### config.mk
export PLATFORM = sky130hd
export DESIGN_NAME = oam_dma
export DESIGN_NICKNAME = d
export VERILOG_FILES = /design/src/rtl/oam_dma.sv
export SDC_FILE = /design/constraint.sdc
export NUM_CORES = 1
export LEC_CHECK = 0
export CAP_MARGIN = 30
export CORE_MARGIN = 5
export CORE_UTILIZATION = 39
export DETAILED_ROUTE_END_ITERATION = 8
export PLACE_DENSITY_LB_ADDON = 0.25
export SETUP_SLACK_MARGIN = 0.02
export SYNTH_ARGS = -nofsm -noshare
export SYNTH_HDL_FRONTEND = slang
export SYNTH_SLANG_ARGS = --single-unit
### constraint.sdc
create_clock -name clock -period 1.8 [get_ports clock]
set_input_delay 0.36 -clock clock [delete_from_list [all_inputs] [get_ports clock]]
set_output_delay 0.36 -clock clock [all_outputs]
set_load 0.05 [all_outputs]
### src/rtl/oam_dma.sv
// Sprite DMA engine: a write of page P to $4014 halts the CPU and copies
// $PP00-$PPFF to $2004, one read/write pair per byte.
module oam_dma (
   input  logic        clock,
   input  logic        reset,
   input  logic [15:0] cpu_addr,
   input  logic [7:0]  cpu_wdata,
   input  logic        cpu_rw,
   output logic        cpu_rdy,
   output logic [15:0] bus_addr,
   output logic [7:0]  bus_wdata,
   output logic        bus_rw,
   input  logic [7:0]  bus_rdata,
   output logic        dma_active
);

   typedef enum logic [2:0] {
      IDLE,
      HALT,
      ALIGN,
      READ,
      WRITE
   } state_t;

   localparam logic [15:0] DMA_REG_ADDR = 16'h4014;
   localparam logic [15:0] OAM_DATA_ADDR = 16'h2004;

   state_t      r_state;
   state_t      w_next;
   logic        r_cyc_odd;
   logic [7:0]  r_page;
   logic [7:0]  r_idx;
   logic [7:0]  r_data;
   logic        w_trigger;

   assign w_trigger = (r_state == IDLE) && !cpu_rw && (cpu_addr == DMA_REG_ADDR);

   // NOTE: sequential state uses non-blocking assignments so every register
   // samples the pre-edge values of its neighbours.
   always_ff @(posedge clock) begin
      if (reset) begin
         r_state   <= IDLE;
         r_cyc_odd <= 1'b0;
         r_page    <= 8'h00;
         r_idx     <= 8'h00;
         r_data    <= 8'h00;
      end else begin
         r_state   <= w_next;
         r_cyc_odd <= ~r_cyc_odd;
         if (w_trigger) begin
            r_page <= cpu_wdata;
            r_idx  <= 8'h00;
         end
         if (r_state == READ) begin
            r_data <= bus_rdata;
         end
         // idx wraps within its own 8 bits; the page never advances.
         if ((r_state == WRITE) && (r_idx != 8'hFF)) begin
            r_idx <= r_idx + 8'd1;
         end
      end
   end

   // NOTE: every output and w_next gets a default first, so no path through
   // the case statement can infer a latch.
   always_comb begin
      w_next     = r_state;
      cpu_rdy    = 1'b0;
      dma_active = 1'b1;
      bus_addr   = cpu_addr;
      bus_wdata  = cpu_wdata;
      bus_rw     = 1'b1;

      unique case (r_state)
         IDLE: begin
            cpu_rdy    = 1'b1;
            dma_active = 1'b0;
            bus_rw     = cpu_rw;
            if (w_trigger) begin
               w_next = HALT;
            end
         end
         HALT: begin
            w_next = r_cyc_odd ? ALIGN : READ;
         end
         ALIGN: begin
            w_next = READ;
         end
         READ: begin
            bus_addr  = {r_page, r_idx};
            bus_wdata = r_data;
            w_next    = WRITE;
         end
         WRITE: begin
            bus_addr  = OAM_DATA_ADDR;
            bus_wdata = r_data;
            bus_rw    = 1'b0;
            w_next    = (r_idx == 8'hFF) ? IDLE : READ;
         end
         default: begin
            w_next = IDLE;
         end
      endcase
   end

endmodule

After elaboration in Yosys (flattened, before gate mapping)
Cells that the tools add are included.

storage, ports and cells
  logic and storage cells = 33
  output and inout port bits = 27
  flip-flop bits (word level) = 28
  input port bits = 35

cells by class
  mux-type cells = 11
  reductions and logical operators = 7
  bitwise operators = 1
  add/subtract/negate cells = 1
  equality and inequality tests = 8

operator list
  kind                                             number
  one-hot mux 16 bit (2 select lines)              1
  two-way mux 8 bit                                3
  == test 16 x 15 -> 1 bit, second input constant  1
  one-hot mux 3 bit (5 select lines)               1
  adder 8 x 1 -> 8 bit, second input constant      1
  == test 8 bit, second input constant             1
  inequality test 8 bit, second input constant     1
  == test 3 x 2 -> 1 bit, second input constant    2
  == test 3 x 1 -> 1 bit, second input constant    1
  == test 3 bit, second input constant             1
  logical AND 1 bit                                3
  zero test 3 bit                                  1
  two-way mux 1 bit                                3
  two-way mux 3 bit                                1
  two-way mux 2 bit                                1
  inequality test 2 bit, second input constant     1
  one-hot mux 1 bit (2 select lines)               1
  nonzero test 2 bit                               1
  OR reduction 2 bit                               1
  zero test 1 bit                                  1
  inverter 1 bit                                   1

Longest topological paths before layout
  word-level depth = 5
  mapped depth = 7
  gate-level depth less buffers = 5

Least setup slack after synthesis
No wires, ideal clock.

  path type = register to output
  from = register r_state[1]
  to = output bus_addr[2]
  slack = -395 ps
  cell stages (with the launch flop) = 7
  arrival time = 1,835 ps
  path through = dfxtp_1 > nor2b_2 > and2_1 > clkbuf_1 > clkbuf_1 > a21oi_1 > o21ai_0

on the way
  longest elaborated chain between the ends = 2
  elaborated cells on any way between the ends = 3

ends and longest elaborated chain
  item                                                            RTL line  source
  start, declared                                                 28        state_t r_state;
  start signal, assigned                                          48        r_state <= w_next;
  == test 3 bit / == test 3 x 2 -> 1 bit (equally long branches)  74        unique case (r_state)
  one-hot mux 16 bit (2 select lines) (*)                         74
  end, declared                                                   10        output logic [15:0] bus_addr,

Mark *: on every way between the ends. The rest lies on a longest branch, timed or not.

Worst setup path after layout
  from = register r_state[1]
  to = output bus_wdata[3]

on the way
  longest elaborated chain between the ends = 3
  elaborated cells on any way between the ends = 4

ends and longest elaborated chain
  item                                                            RTL line  source
  == test 3 x 2 -> 1 bit / == test 3 bit (equally long branches)  74
  OR reduction 2 bit (no source line) (*)                         -
  two-way mux 8 bit (*)                                           74
  end, declared                                                   11        output logic [7:0] bus_wdata,

Marked as above.

==> run_results.csv <==
group,metric,value,unit
run_status,status,"complete, but fails checks",
run_status,violations,"negative setup slack",
timing,fin_crit_sh,113,%
yosys,synthFlopType,"dfxtp_1",
setup_path,cp.arrival,1.68,ns
yosys,ys_seq_area_share,35.8,%
setup_path,critPathRequiredTime,1.44,ns
setup_path,crit_chain,"nor2b_4, and2_4, nor2_4, buf_6, mux2_4, buf_8",
min_path,hold_path_class,"register to register",
timing,setup_viol,43,
final_layout,multi_input_area,1090,um^2
setup_path,critPathSlowestCell,"dfxtp_2",
detailed_routing,vias,1902,
detailed_routing,wl,5.67,mm
place,dpl.hpwl,3.67,mm
grt,grt_max_degree,27,
clock_tree,cts_root_buf,"clkbuf_8",
clock_tree,clock_path_buffers,2,
final_layout,drive_above_1_share,38.3,%
place,dpl_worst_slack,-0.297,ns
die,die_w,73.3,um
final_layout,nNetsFinal,319,
yosys,syn_nets,228,
die,dieArea,5380,um^2
clock_tree,clkTransAtPathRegs,0.11,ns
yosys,syn_inst,192,
detailed_routing,ant_nets,0,
yosys,ys_types,42,
die,io_pins,62,
job,maxCapViolCount,0,
timing,fin_crit,2.04,ns
timing,hold_viol,0,
place,port_buffers,61,
grt,antenna_found_initial,0,
yosys,synth.avg_cell_area,8.15,um^2
die,dieHeight,73.3,um
detailed_routing,routedWlPerCell,17.1,um
clock_tree,cts_tree,"yes",
clock_tree,htreeDepth,1,
timing,clock_skew,0.00810,ns
setup_path,startpoint_type,"register",
power,powerDensity,694,nW/um^2
power,finalPower,1.95,mW
final_layout,seqCellArea,567,um^2
yosys,synth_seq_cells,28,
final_layout,num-fill-cells,286,
power,ir_drop,0.000423,V
grt,grt_pass1_wl,8.51,mm
timing,finalMaxSlewViolations,0,
timing,layout_setup_ws,-0.236,ns
timing,max-slew-margin-rel,76.3,%
detailed_routing,drc_errors,0,
grt,grt_pass1_vias,1702,
clock_tree,clock-sinks,28,
setup_path,critPathBufInv,2,
grt,grt_use_total,20.1,%
timing,clock.fmax,0.491,GHz
final_layout,num_antenna_cells,0,
setup_path,crit_family,"simple AND/OR/NAND/NOR gates",
final_layout,area_delta_synth_final,80.0,%
clock_tree,cts_buffers,3,
place,gp_congestion,0.907,
timing,rsz0062_at_grt,"yes",
detailed_routing,drtIter0Drc,181,
die,initial_core_util,39.7,%
setup_path,path_max_fanout,5,
die,core,3940,um^2
setup_path,cp_slowest_stage_delay,0.34,ns
detailed_routing,first_pass_iters,5,
setup_path,crit_type,"register to output port",
clock_tree,holdBufCountCts,0,
die,rows,23,
yosys,ys_warn_count,0,
setup_path,endpoint_kind,"output port",
grt,overflow,0,
clock_tree,insertion_delay,0.28,ns
detailed_routing,via_per_inst,5.73,
yosys,syn_area,1560,um^2
power,p_leak,1.16,nW
timing,worstMarginPinSlew,0.350,ns
yosys,synth_edf_count,0,
yosys,ys_async_sr_fraction,0,%
-- stage by stage --
stage / util (%) / instances / hold WS, ns / area [um^2] / TNS [ns]
final: 71.4 / 332 / 0.462 / 2820 / -6.61
after global routing: 71.4 / 332 / 0.485 / 2820 / -8.25
after CTS: 68.5 / 326 / 0.463 / 2700 / -6.58
after detailed placement: 63.2 / 316 / 0.449 / 2490 / -6.11
after global placement: 63.2 / 316 / 0.423 / 2490 / -5.64
after floorplan: - / 192 / 0.394 / 1690 / -0.238
-- repair_timing --
action                                 4_1_cts  5_1_grt
setup endpoints to repair                   43       44
cloned                                       3        2
pin swaps                                    3        5
buffers inserted                             3        4
endpoints found under the hold margin        0        0
resized for setup                           24       13
-- cells by family after synthesis --
group / synth area share (%)
AOI/OAI and AO/OA: 27.0
xor gates and xnor gates: 1.68
adders and majority gates: 0.800
buffers and inverters: 4.80
DFF: 35.8
muxes: 5.76
and+or+nand+nor: 24.1
-- metal layers --
metal | share of wire (%) | vias up | wire length (um) | track usage (%)
met2 | 52 | 83 | 2970 | 35.8
met3 | 5.9 | 13 | 332 | 3.15
li1 | - | 907 | - | -
met5 | 0 | - | 0 | 0
met1 | 40 | 899 | 2250 | 24.9
met4 | 2.1 | 0 | 117 | 5.23
-- sequential cells by signal, summed over array words and instances, names as in the netlist --
| signal | cells |
|---|---|
| r_data | 8 |
| r_cyc_odd | 1 |
| r_state | 3 |
| r_idx | 8 |
| r_page | 8 |
-- synthesized netlist by cell type, types with 2 or more instances --
library cell,instances,share of area [%]
a22o_1,14,7.8
nor2_1,6,1.4
a211oi_1,2,0.96
and3_1,2,0.80
a21oi_1,24,7.7
o21ai_0,2,0.64
nand4_1,3,1.2
nand3_1,17,5.4
nor4_1,2,0.80
buf_2,3,0.96
or3_1,4,1.6
o21ai_1,10,3.2
o221ai_1,2,1.1
dfxtp_1,28,36
clkbuf_1,9,2.2
o211ai_1,4,1.9
and4_1,2,1.1
inv_1,3,0.72
nand2_1,20,4.8
and2_1,2,0.80
nor2b_1,2,0.80
nand3b_1,2,0.96
a31oi_1,2,0.80
xor2_1,2,1.1
mux2_2,8,5.8
-- report_power, final --
group / internal (mW) / total, mW / switching, mW
Combinational: 0.375 / 0.796 / 0.421
Clock: 0.298 / 0.512 / 0.214
Sequential: 0.633 / 0.644 / 0.0109
-- cell usage in the layout, fill, tap and decap left out, types with 2 or more instances in the layout --
cell type	instances
a22o_4	5
clkbuf_8	3
o211ai_1	4
inv_1	2
buf_8	3
xor2_1	2
buf_12	9
nor4_1	2
o21ai_1	11
nor2_4	3
a22o_2	9
a21oi_1	23
nand3b_1	2
and4_1	2
nor2_1	5
clkdlybuf4s50_1	34
a31oi_1	2
nor2b_1	2
nand2_1	20
mux2_4	8
dfxtp_2	2
or3_1	4
dfxtp_1	25
buf_4	39
a211oi_1	2
nand4_1	3
buf_6	11
and3_1	2
nand3_1	17
-- area by class of cell --
cell class,count,area share [%]
multi-input combinational,149,38.8
timing repair buffer,98,36.0
sequential,28,20.1
tap,50,2.22
clock buffer,3,1.47
clock inverter,1,1.07
inverter,3,0.400
-- final timing paths --
check                                 from           end  slack (ns)  cells past startpoint
worst max-delay path            r_state[1]  bus_wdata[3]       -0.24                      6
worst min-delay path             r_data[6]     r_data[6]        0.46                      2
worst max register to register  r_state[0]      r_idx[1]       -0.16                      6
worst min register to register   r_data[6]     r_data[6]        0.46                      2
-- worst reg2reg max path: stages (launching register included) --
cell and delay (ns):
dfxtp_4 0.38, buf_4 0.17, or3_1 0.42, or4_4 0.45, buf_6 0.16, o211ai_1 0.18, a21oi_1 0.10
No activity file was read; power rests on OpenSTA's default activity.
